## src/rtl/pdm_pkg.sv

```systemverilog
`default_nettype none
// ============================================================================
//  Module      : pdm_pkg
//  Description : Shared constants and helpers for the PCM-to-PDM modulator.
//                PCM_W    - PCM sample width (signed)
//                INTERP_R - PDM bit-ticks per PCM sample
//                ACC_W    - sigma-delta integrator width (signed)
//                sat_acc  - saturating a + b - c at integrator width
//  Revision    : 1.0 - initial release
// ============================================================================
package pdm_pkg;

    localparam int PCM_W    = 16;
    localparam int INTERP_R = 10;
    localparam int ACC_W    = PCM_W + 4;

    // Feedback magnitudes: the PDM bit maps to +/- full-scale PCM.
    localparam logic signed [ACC_W-1:0] FS_POS = ACC_W'(1 << (PCM_W - 1));
    localparam logic signed [ACC_W-1:0] FS_NEG = -FS_POS;

    // Computes a + b - c at full precision (two guard bits cover the worst
    // case) and clamps to the ACC_W signed range, so integrators never wrap.
    function automatic logic signed [ACC_W-1:0] sat_acc(
        input logic signed [ACC_W-1:0] a,
        input logic signed [ACC_W-1:0] b,
        input logic signed [ACC_W-1:0] c
    );
        logic signed [ACC_W+1:0] s;
        logic signed [ACC_W+1:0] lim_hi;
        logic signed [ACC_W+1:0] lim_lo;
        lim_hi = $signed({3'b000, {(ACC_W-1){1'b1}}});
        lim_lo = $signed({3'b111, {(ACC_W-1){1'b0}}});
        s = $signed({{2{a[ACC_W-1]}}, a})
          + $signed({{2{b[ACC_W-1]}}, b})
          - $signed({{2{c[ACC_W-1]}}, c});
        if (s > lim_hi) begin
            sat_acc = lim_hi[ACC_W-1:0];
        end else if (s < lim_lo) begin
            sat_acc = lim_lo[ACC_W-1:0];
        end else begin
            sat_acc = s[ACC_W-1:0];
        end
    endfunction

endpackage
`default_nettype wire

```

## src/rtl/pdm_modulator_if.sv

```systemverilog
`default_nettype none
// ============================================================================
//  Module      : pdm_modulator_if
//  Description : Sample handshake and PDM status bundle.
//                master - sample source / PDM consumer (drives we, sample_*)
//                slave  - the modulator (drives ready, pdm_out, status pulses)
//  Revision    : 1.0 - initial release
// ============================================================================
interface pdm_modulator_if
    import pdm_pkg::*;
#(
    parameter int N = PCM_W
);
    logic         we;
    logic [N-1:0] sample_in;
    logic         sample_valid;
    logic         sample_ready;
    logic         pdm_out;
    logic         sample_tick;
    logic         underrun;

    modport master (
        output we, sample_in, sample_valid,
        input  sample_ready, pdm_out, sample_tick, underrun
    );

    modport slave (
        input  we, sample_in, sample_valid,
        output sample_ready, pdm_out, sample_tick, underrun
    );
endinterface
`default_nettype wire

```

## src/rtl/pdm_sdm2.sv

```systemverilog
`default_nettype none
// ============================================================================
//  Module      : pdm_sdm2
//  Description : Second-order saturating sigma-delta core.
//                clk, rst - clock, synchronous active-high reset
//                i_we     - bit-rate enable; state advances only when high
//                i_x      - signed PCM input (held for the whole frame)
//                o_bit    - registered PDM output bit
//  Revision    : 1.0 - initial release
// ============================================================================
module pdm_sdm2
    import pdm_pkg::*;
(
    input  wire logic             clk,
    input  wire logic             rst,
    input  wire logic             i_we,
    input  wire logic [PCM_W-1:0] i_x,
    output logic                  o_bit
);
    logic signed [ACC_W-1:0] r_int1;
    logic signed [ACC_W-1:0] r_int2;
    logic                    r_bit;

    logic signed [ACC_W-1:0] w_x;
    logic signed [ACC_W-1:0] w_fb;
    logic signed [ACC_W-1:0] w_int1_n;
    logic signed [ACC_W-1:0] w_int2_n;

    assign w_x      = {{(ACC_W-PCM_W){i_x[PCM_W-1]}}, i_x};
    assign w_fb     = r_bit ? FS_POS : FS_NEG;
    assign w_int1_n = sat_acc(r_int1, w_x, w_fb);
    // Second stage integrates the already-updated first stage.
    assign w_int2_n = sat_acc(r_int2, w_int1_n, w_fb);

    always_ff @(posedge clk) begin
        if (rst) begin
            r_int1 <= '0;
            r_int2 <= '0;
            r_bit  <= 1'b0;
        end else if (i_we) begin
            r_int1 <= w_int1_n;
            r_int2 <= w_int2_n;
            r_bit  <= ~w_int2_n[ACC_W-1];
        end
    end

    assign o_bit = r_bit;
endmodule
`default_nettype wire

```

## src/rtl/pdm_modulator.sv

```systemverilog
`default_nettype none
// ============================================================================
//  Module      : pdm_modulator
//  Description : PCM to 1-bit PDM modulator with zero-order-hold
//                interpolation by R and a one-entry sample holding register.
//                clk, rst - clock, synchronous active-high reset
//                bus      - slave side of pdm_modulator_if:
//                           we (bit enable), sample_in/valid/ready handshake,
//                           pdm_out, sample_tick and underrun pulses
//  Revision    : 1.0 - initial release
// ============================================================================
module pdm_modulator
    import pdm_pkg::*;
#(
    parameter int R = INTERP_R
)(
    input  wire logic       clk,
    input  wire logic       rst,
    pdm_modulator_if.slave  bus
);
    localparam int CNT_W = 8;

    logic [PCM_W-1:0] r_hold;
    logic             r_hold_full;
    logic [PCM_W-1:0] r_cur_sample;
    logic [CNT_W-1:0] r_bit_cnt;

    logic             w_boundary;
    logic             w_accept;

    assign w_boundary = bus.we && (r_bit_cnt == CNT_W'(R - 1));
    // Ready comes straight from the register, so a boundary that empties
    // the hold cannot accept in the same cycle; ready rises one cycle later.
    assign w_accept   = bus.sample_valid && !r_hold_full;

    assign bus.sample_ready = !r_hold_full;
    assign bus.sample_tick  = w_boundary &&  r_hold_full;
    assign bus.underrun     = w_boundary && !r_hold_full;

    always_ff @(posedge clk) begin
        if (rst) begin
            r_hold       <= '0;
            r_hold_full  <= 1'b0;
            r_cur_sample <= '0;
            r_bit_cnt    <= '0;
        end else begin
            if (bus.we) begin
                r_bit_cnt <= w_boundary ? '0 : r_bit_cnt + 1'b1;
            end
            // On an empty hold the current sample simply repeats.
            if (w_boundary && r_hold_full) begin
                r_cur_sample <= r_hold;
                r_hold_full  <= 1'b0;
            end
            // Mutually exclusive with the load above (needs an empty hold).
            if (w_accept) begin
                r_hold      <= bus.sample_in;
                r_hold_full <= 1'b1;
            end
        end
    end

    pdm_sdm2 u_sdm (
        .clk   (clk),
        .rst   (rst),
        .i_we  (bus.we),
        .i_x   (r_cur_sample),
        .o_bit (bus.pdm_out)
    );
endmodule
`default_nettype wire

```

## src/flat_wrapper.sv

```systemverilog
// flat-port wrapper written by rule: the top's interface ports become plain ports
module pdm_modulator_flat import pdm_pkg::*;
#(
    parameter int R = INTERP_R
)
  (clk, rst, bus_we, bus_sample_in, bus_sample_valid, bus_sample_ready, bus_pdm_out, bus_sample_tick, bus_underrun);
  pdm_modulator_if bus_i ();
  input  wire logic clk;
  input  wire logic rst;
  input wire logic [$bits(bus_i.we)-1:0] bus_we;
  input wire logic [$bits(bus_i.sample_in)-1:0] bus_sample_in;
  input wire logic [$bits(bus_i.sample_valid)-1:0] bus_sample_valid;
  output wire logic [$bits(bus_i.sample_ready)-1:0] bus_sample_ready;
  output wire logic [$bits(bus_i.pdm_out)-1:0] bus_pdm_out;
  output wire logic [$bits(bus_i.sample_tick)-1:0] bus_sample_tick;
  output wire logic [$bits(bus_i.underrun)-1:0] bus_underrun;
  assign bus_i.we = bus_we;
  assign bus_i.sample_in = bus_sample_in;
  assign bus_i.sample_valid = bus_sample_valid;
  assign bus_sample_ready = bus_i.sample_ready;
  assign bus_pdm_out = bus_i.pdm_out;
  assign bus_sample_tick = bus_i.sample_tick;
  assign bus_underrun = bus_i.underrun;
  pdm_modulator #(.R(R)) u_core (.clk(clk), .rst(rst), .bus(bus_i));
endmodule
```

## config.mk

```make
export PLATFORM = sky130hd
export DESIGN_NAME = pdm_modulator_flat
export DESIGN_NICKNAME = d
export VERILOG_FILES = /design/src/rtl/pdm_pkg.sv /design/src/rtl/pdm_modulator_if.sv /design/src/rtl/pdm_sdm2.sv /design/src/rtl/pdm_modulator.sv /design/src/flat_wrapper.sv
export SDC_FILE = /design/constraint.sdc
export NUM_CORES = 1
export LEC_CHECK = 0
export CAP_MARGIN = 20
export CORE_MARGIN = 2
export CORE_UTILIZATION = 64
export CTS_CLUSTER_SIZE = 24
export DETAILED_ROUTE_END_ITERATION = 8
export PLACE_DENSITY = 0.89
export SETUP_SLACK_MARGIN = 0.05
export SYNTH_ARGS = -nofsm -noshare
export SYNTH_HDL_FRONTEND = slang
export SYNTH_HIERARCHICAL = 1
export SYNTH_SLANG_ARGS = --single-unit
```

## constraint.sdc

```tcl
create_clock -name clk -period 20.4 [get_ports clk]
set_input_delay 4.08 -clock clk [delete_from_list [all_inputs] [get_ports clk]]
set_output_delay 4.08 -clock clk [all_outputs]
set_load 0.005 [all_outputs]
```

==> results of run 1 <==
-- cell usage after synthesis (3+ instances only) --
cell type and count:
o21ai_2 9, xnor2_1 25, nand2_1 65, a21oi_1 73, a211oi_2 5, nand2b_1 42, buf_6 3, and3_1 3
buf_2 4, inv_1 127, or3_1 6, nand3_1 18, clkbuf_1 23, a31oi_1 6, mux2i_1 22, nand4_1 9
o211ai_1 6, xor2_1 9, dfxtp_1 82, nor3_1 13, a21oi_2 5, fa_1 8, a211oi_1 16, nor2b_1 9
o21ai_0 42, ha_1 73, or2_2 3, a221oi_2 6, o21bai_1 4, o21a_1 8, nor2_1 60, a21o_1 11
a221oi_1 8
-- through the flow --
| stage | hold slack [ps] | worst slack (ps) | instances | utilization [%] |
|---|---|---|---|---|
| after global routing | 471 | 9970 | 999 | 70.1 |
| after CTS | 459 | 10160 | 997 | 69.9 |
| after floorplan | 437 | 11640 | 851 | - |
| after detailed placement | 447 | 10160 | 981 | 68.0 |
| after global placement | 443 | 10200 | 981 | 68.0 |
| final | 457 | 10180 | 999 | 70.1 |
-- flip-flops by register name, indices dropped and copies added, names as in the netlist --
register / cells
u_core/r_hold_full: 1
u_core/r_hold: 16
u_core/r_bit_cnt: 8
u_core/r_cur_sample: 16
u_core/u_sdm/r_int2: 20
u_core/u_sdm/o_bit: 1
u_core/u_sdm/r_int1: 20
-- logic make-up after synthesis --
family | synth area share, %
simple gates | 17.8
compound gates | 24.5
buf+inv | 9.73
flops | 24.4
fa+ha+maj | 15.9
xor+xnor | 4.42
mux | 3.27
-- worst min-delay path by stage --
| stage | cells past startpoint | start | to |
|---|---|---|---|
| floorplan | 2 | u_core/r_hold[0] | u_core/r_hold[0] |
| global placement | 2 | u_core/r_hold[6] | u_core/r_hold[6] |
| detailed placement | 2 | u_core/r_hold[13] | u_core/r_hold[13] |
| CTS | 2 | u_core/r_hold[13] | u_core/r_hold[13] |
| global route | 2 | u_core/r_hold[13] | u_core/r_hold[13] |
| finish | 2 | u_core/r_hold[13] | u_core/r_hold[13] |
-- layout make-up --
| cell class | count | area [um2] | share of cell area (%) |
|---|---|---|---|
| multi-input combinational | 608 | 4450 | 61.7 |
| timing repair buffer | 30 | 280 | 3.89 |
| clock inverter | 6 | 55.1 | 0.764 |
| sequential | 82 | 1640 | 22.8 |
| tap | 136 | 170 | 2.36 |
| clock buffer | 10 | 138 | 1.91 |
| inverter | 127 | 477 | 6.61 |
-- worst min-delay path: cells and delay by family (launching register included) --
family | cells | cell delay (ps)
DFF | 1 | 320
and+or+nand+nor | 1 | 50
AOI/OAI and AO/OA | 1 | 50
-- routing by layer --
layer | GRT usage, % | routed length [um]
met5 | 0 | 0
met4 | 8.07 | 281
met3 | 3.95 | 655
met2 | 46.0 | 7160
met1 | 34.2 | 6530
-- placed cells by master, fill, tap and decap left out, types with 6 or more instances in the layout --
cell type and instances:
a221oi_2 6, nor2b_1 9, inv_1 127, nor2_1 60
clkbuf_8 10, nor3_1 13, nand2_1 65, nand2b_1 42
clkdlybuf4s50_1 21, a221oi_1 8, mux2i_1 22, xnor2_1 25
a211oi_1 16, a21o_1 11, a21oi_1 73, dfxtp_1 82
nand4_1 9, buf_4 6, a31oi_1 6, o21a_1 8
nand3_1 18, ha_1 73, o211ai_1 6, or3_1 6
xor2_1 9, fa_1 8, o21ai_0 42, o21ai_2 9
==> flow_summary.toml, run 1 <==
[worst_setup_path]
cp-start-kind = "primary input"
endpoint = "bus_sample_tick"
worstPathMaxFanout = 49
r2r-end = "u_core/u_sdm/r_int2[2]"
slowest_stage = "buf_2"
endpoint_kind = "primary output"
path_buf_inv = 3
path_cells = "buf_2 > nand4bb_2 > nor3_4 > buf_4 > clkdlybuf4s50_1"
reg2reg_depth = 27
startpoint = "bus_we"
crit_family = "buffers and inverters"
reg2reg_slack_ps = 12570
critical-path-max-stage-delay_ps = 700
cp.arrival_ps = 6140
cp_num_cells = 5
crit_type = "in2out"
reg2reg_from = "u_core/u_sdm/o_bit"
required_ps = 16320

[cells_and_area]
fillers = 826
diodes = 0
final_cell_area_mm2 = 0.00721
nets = 959
area_growth_pct = 6.98
final_layout_size_suffix_gt1_share_pct = 8.11

[sta]
rsz0062_at_grt = "no"
worstMarginPinSlew_ps = 1070
fin_crit_ps = 10220
tns_ps = 0
skew_ps = 10.1
timing.fmax_mhz = 97.9
max-slew-margin-rel_pct = 28.5
drv_slew = 0
hold_violations = 0
setup-violations-final = 0
fin_crit_sh_pct = 50.1

[global_route]
grt-ovfl-total = 0
grt_pass1_vias = 5418
antenna_found_initial = 0
grt_pass1_wl_um = 24700
grt_usage_pct = 26.6
grt_max_degree = 94

[synthesis]
synth_area_leader_cell = "dfxtp_1"
ys_warn_count = 6
synthesis.nets = 952
synth_edf_count = 0
yosys_register_bits = 82
synth_top_area_share_pct = 24.4
synth_ff_type = "dfxtp_1"
ys_top_cells_by_area = "dfxtp_1, ha_1, inv_1"
ys_types = 74
syn_inst = 851
ys_seq_area_share_pct = 24.4
synth-async-reset-ratio_pct = 0
netlist_area_mm2 = 0.00674
avgSynthCellArea_um2 = 7.92

[cts]
numClockSinks = 82
cts_hold_buffers = 0
cts_max_level = 3
cts_root_buffer = "clkbuf_8"
cts_resized = 0
cts_tree = "yes"
numCtsBuffers = 9
postCtsSetupRepairBufs = 0
clock_latency_ps = 370
path_clk_slew_ps = 80
clockBufferDepth = 2

[die]
fp.dieH_um = 107
rows = 37
io_pins = 24
start_util_pct = 65.5
dieArea_mm2 = 0.0114
die_w_um = 107
core-area_mm2 = 0.0103

[routing]
avgRoutedWirePerCell_um = 14.6
drt-vias-per-instance = 5.86
post-route-drc-count = 0
vias = 5855
ant_nets = 0
first_pass_iters = 6
drt_wl_total_um = 14600
drt_iter0_markers = 342

[run_status]
status = "complete, no violations"

[min_path]
hold_class = "reg2reg"

[placed_design]
hpwlAfterDp_um = 10500
placed_cell_area_mm2 = 0.00699
gp_congestion = 0.906
numPortBuffers = 23

[job]
maxCapViolCount = 0
Power of run 1 is left out: the tool's default activity adds up to more than one toggle a clock period on the data nets, which glitch-free logic cannot reach.
==> inputs of run 2 (changes only) <==
--- a/config.mk
+++ b/config.mk
@@ -7,10 +7,10 @@
 export LEC_CHECK = 0
 export CAP_MARGIN = 20
 export CORE_MARGIN = 2
-export CORE_UTILIZATION = 64
+export CORE_UTILIZATION = 63
 export CTS_CLUSTER_SIZE = 24
 export DETAILED_ROUTE_END_ITERATION = 8
-export PLACE_DENSITY = 0.89
+export PLACE_DENSITY = 0.88
 export SETUP_SLACK_MARGIN = 0.05
 export SYNTH_ARGS = -nofsm -noshare
 export SYNTH_HDL_FRONTEND = slang
==> constraint.sdc (replaced) <==
create_clock -name clk -period 9.9 [get_ports clk]
set_input_delay 1.98 -clock clk [delete_from_list [all_inputs] [get_ports clk]]
set_output_delay 1.98 -clock clk [all_outputs]
set_load 0.005 [all_outputs]
==> run 2 against run 1 <==
Final cell count stayed put. Via count is 0.24% higher. Cell area is 0.26% higher. Critical path depth is 24 higher. Largest cell class unchanged. First-iteration DRC count is 3.5% higher. Global-route usage is 0.17 points lower. Sequential share of layout area is 0.059 points lower. Clock skew is 5.5 ps higher. Core utilization is 0.45 points lower. Die area is 1.5% higher. Count of clock-buffer cells in the layout is 1 lower.
==> flow_summary.toml, run 2 (synthesized netlist as in run 1, its figures left out) <==
[sta]
timing.fmax_mhz = 130
tns_ps = 0
fin_crit_sh_pct = 78.0
hold_violations = 0
rsz0062_at_grt = "no"
fin_crit_ps = 7720
max-slew-margin-rel_pct = 30.1
skew_ps = 15.6
hold_ws_ps = 456
drv_slew = 0
setup-violations-final = 0
worstMarginPinSlew_ps = 1050

[cts]
cts_hold_buffers = 0
cts_max_level = 3
numClockSinks = 82
postCtsSetupRepairBufs = 0
clockBufferDepth = 2
clock_latency_ps = 380
cts_root_buffer = "clkbuf_8"
cts_resized = 0
cts_tree = "yes"
numCtsBuffers = 9
path_clk_slew_ps = 90

[die]
core-area_mm2 = 0.0104
io_pins = 24
rows = 37
die_w_um = 107
dieArea_mm2 = 0.0115
start_util_pct = 65.0
fp.dieH_um = 107

[worst_setup_path]
cp-start-kind = "flop"
cp_num_cells = 29
worstPathMaxFanout = 14
crit_top_cell = "a21oi_1"
cp.arrival_ps = 8000
critical-path-max-stage-delay_ps = 790
crit_type = "reg2reg"
endpoint_kind = "flop"
required_ps = 10180
crit_family = "compound AO/OA/AOI/OAI gates"
reg2reg_depth = 29
path_buf_inv = 5
slowest_stage = "o41ai_4"

[cells_and_area]
post-route-util_pct = 69.7
layout_common_cells = "inv_1, dfxtp_1, a21oi_1, ha_1, nand2_1"
diodes = 0
final_common_cell = "inv_1"
reg.largest.list = "u_core/u_sdm/r_int1: 20 flops, u_core/u_sdm/r_int2: 20 flops"
area_growth_pct = 7.26
final_layout_size_suffix_gt1_share_pct = 8.11
nets = 959

[global_route]
antenna_found_initial = 0
met2_usage_pct = 44.8
grt_max_degree = 94
grt_usage_pct = 26.4
use_met3_pct = 4.18
grt_pass1_vias = 5334
gr-max-usage-layer = "met2"
grt_pass1_wl_um = 24500
grt-ovfl-total = 0
use_met1_pct = 34.1

[routing]
drt-vias-per-instance = 5.87
ant_nets = 0
first_pass_iters = 5
avgRoutedWirePerCell_um = 14.9
vias = 5869
drt_wl_total_um = 14800
post-route-drc-count = 0
drt_iter0_markers = 354

[placed_design]
numPortBuffers = 23
gp_congestion = 0.977
hpwlAfterDp_um = 10700

[min_path]
hold_class = "reg2reg"
min_path_cells = 2

[job]
maxCapViolCount = 0

[run_status]
status = "complete, no violations"
==> run 2: cell count changes in the layout (fill, tap and decap cells not counted), sizes merged <==
cell,delta
clkbuf,-1
clkinv,-2
inv,+2
bufinv,+1
==> run 2: worst min-delay path: cells and delay by family, from the launching register on <==
family	cells	cell delay, ps
AO/OA/AOI/OAI	1	50
flip-flops	1	320
AND/OR/NAND/NOR	1	50
==> run 2: layer usage <==
layer  routed length [um]  vias to the layer above
li1                     -                     2935
met1                 6640                     2762
met2                 7200                      152
met3                  701                       20
met4                  298                        0
met5                    0                        -
==> run 2: stage by stage <==
step / setup WS [ps] / cell area (um2) / cells
after floorplan: 3440 / 6740 / 851
after global placement: 2500 / 6990 / 981
after detailed placement: 2350 / 6990 / 981
after CTS: 2270 / 7200 / 997
after global routing: 1520 / 7230 / 999
final: 2180 / 7230 / 999
==> run 2: path summary, 6_finish.rpt <==
check	from	end	slack (ps)
worst max-delay path	u_core/u_sdm/o_bit	u_core/u_sdm/r_int2[4]	2180
worst min-delay path	u_core/r_hold[13]	u_core/r_hold[13]	460
worst max register to register	u_core/u_sdm/o_bit	u_core/u_sdm/r_int2[4]	2180
worst min register to register	u_core/r_hold[13]	u_core/r_hold[13]	460
==> run 2: cell type report <==
type,instances,area [um2]
multi-input combinational,608,4450
fill,840,3140
sequential,82,1640
inverter,127,477
timing repair buffer,30,280
tap,136,170
clock buffer,9,124
clock inverter,7,87.6
Power of run 2 is left out for the same reason.
==> inputs of run 3 (changes only) <==
--- a/config.mk
+++ b/config.mk
@@ -7,10 +7,10 @@
 export LEC_CHECK = 0
 export CAP_MARGIN = 20
 export CORE_MARGIN = 2
-export CORE_UTILIZATION = 63
+export CORE_UTILIZATION = 57
 export CTS_CLUSTER_SIZE = 24
 export DETAILED_ROUTE_END_ITERATION = 8
-export PLACE_DENSITY = 0.88
+export PLACE_DENSITY = 0.84
 export SETUP_SLACK_MARGIN = 0.05
 export SYNTH_ARGS = -nofsm -noshare
 export SYNTH_HDL_FRONTEND = slang
==> constraint.sdc (replaced) <==
create_clock -name clk -period 7 [get_ports clk]
set_input_delay 1.4 -clock clk [delete_from_list [all_inputs] [get_ports clk]]
set_output_delay 1.4 -clock clk [all_outputs]
set_load 0.005 [all_outputs]
==> run 3 against run 2 <==
Sequential share of layout area fell by 0.59 points. Maximum frequency is 19% higher. Worst setup slack got worse by 1700 ps. Clock skew fell by 4.5 ps. Hold slack got worse by 0.74 ps. Count of clock-buffer cells in the layout rose by 1. Critical path type unchanged. Largest cell class unchanged.
==> flow_summary.toml, run 3 (synthesized netlist as in run 1, its figures left out) <==
[worst_setup_path]
reg2reg_depth = 24
crit_type = "reg2reg"
cp-start-kind = "flop"
worstPathMaxFanout = 19
r2r-end = "u_core/u_sdm/r_int2[7]"
reg2reg_slack_ps = 530
endpoint_kind = "flop"
cp.arrival_ps = 6710
reg2reg_from = "u_core/r_cur_sample[5]"
required_ps = 7230

[sta]
drv_slew = 0
fin_crit_ps = 6470
timing.fmax_mhz = 154
skew_ps = 11.0
fin_crit_sh_pct = 92.5
rsz0062_at_grt = "no"
tns_ps = 0
max-slew-margin-rel_pct = 42.4
hold_violations = 0
setup-violations-final = 0
worstMarginPinSlew_ps = 863

[job]
maxCapViolCount = 0

[cts]
numCtsBuffers = 9
clock_latency_ps = 340
cts_root_buffer = "clkbuf_16"
cts_hold_buffers = 0
clockBufferDepth = 2
path_clk_slew_ps = 70
cts_max_level = 3
numClockSinks = 82
cts_tree = "yes"

[global_route]
antenna_found_initial = 0
grt_pass1_vias = 5398
grt-ovfl-total = 0
grt_pass1_wl_um = 25400
grt_max_degree = 58
grt_usage_pct = 24.3

[min_path]
min-delay-start = "u_core/r_hold[8]"
hold_class = "reg2reg"
hold_end = "u_core/r_hold[8]"
min_path_cells = 2

[die]
dieArea_mm2 = 0.0127
fp.dieH_um = 113
core-area_mm2 = 0.0115
start_util_pct = 58.7
die_w_um = 113
io_pins = 24
rows = 39

[placed_design]
post-place-cells = 994
numPortBuffers = 23
gp_congestion = 0.932
hpwlAfterDp_um = 11000

[routing]
post-route-drc-count = 0
first_pass_iters = 5
drt_wl_total_um = 15000
drt_iter0_markers = 390
drt-vias-per-instance = 5.75
avgRoutedWirePerCell_um = 14.8
ant_nets = 0
vias = 5825

[cells_and_area]
reg.largest.list = "u_core/u_sdm/r_int1: 20 flops, u_core/u_sdm/r_int2: 20 flops"
area_growth_pct = 10.1
final_common_cell = "inv_1"
fin_cells = 1013
nets = 966
final_layout_size_suffix_gt1_share_pct = 9.31
diodes = 0
layout_common_cells = "inv_1, dfxtp_1, ha_1, a21oi_1, nand2_1"

[run_status]
status = "complete, no violations"
==> run 3: worst max path at each step <==
stage	cells past startpoint	from	to	slack (ps)
2_1_floorplan	29	u_core/u_sdm/o_bit	u_core/u_sdm/r_int2[11]	540
3_3_place_gp	24	u_core/r_cur_sample[5]	u_core/u_sdm/r_int2[13]	470
3_5_place_dp	24	u_core/r_cur_sample[5]	u_core/u_sdm/r_int2[13]	420
4_1_cts	29	u_core/r_cur_sample[5]	u_core/u_sdm/r_int2[7]	270
5_1_grt	24	u_core/u_sdm/r_int1[2]	u_core/u_sdm/r_int2[5]	80
6_report	24	u_core/r_cur_sample[5]	u_core/u_sdm/r_int2[7]	530
==> run 3: area by class of cell <==
type / instances / area [um2]
inverter: 127 / 477
clock buffer: 10 / 239
sequential: 82 / 1640
timing repair buffer: 37 / 333
clock inverter: 6 / 75.1
multi-input combinational: 608 / 4470
tap: 143 / 179
fill: 933 / 4050
==> run 3: layer usage <==
layer  up-vias  share of wire, %  GRT usage, %
li1       2962                 -             -
met1      2683                47          33.4
met2       162                47          40.1
met3        18               4.8          3.16
met4         0               1.8          7.64
met5         -                 0             0
==> run 3: timing repair <==
action,CTS,global route
endpoints found under the setup margin,0,19
buffers inserted,0,2
resized for setup,0,8
==> run 3: critical path, cell delays in order, from the launching register on <==
cell       delay (ps)
dfxtp_1           340
inv_1              60
ha_1              280
inv_1              40
ha_1              390
nand2_1           130
a2111oi_2         470
o311ai_1          210
a2111o_1          490
o311ai_4          150
nand2_1            90
nand2_1           180
buf_4             230
a41o_1            300
fa_1              460
ha_1              410
and3_1            230
nand2_1           120
nor3_1            270
or3b_4            440
and3_4            210
o41ai_4           220
buf_6             250
o21ai_0           110
a221oi_1          280
==> run 3: metrics by stage <==
stage / hold slack (ps) / utilization, % / cell area (um2) / setup slack [ps]
after floorplan: 437 / - / 6740 / 542
after global placement: 442 / 61.4 / 7050 / 469
after detailed placement: 447 / 61.4 / 7050 / 420
after CTS: 456 / 64.2 / 7360 / 266
after global routing: 475 / 64.7 / 7420 / 82.0
final: 455 / 64.7 / 7420 / 525
Power of run 3 is left out for the same reason.
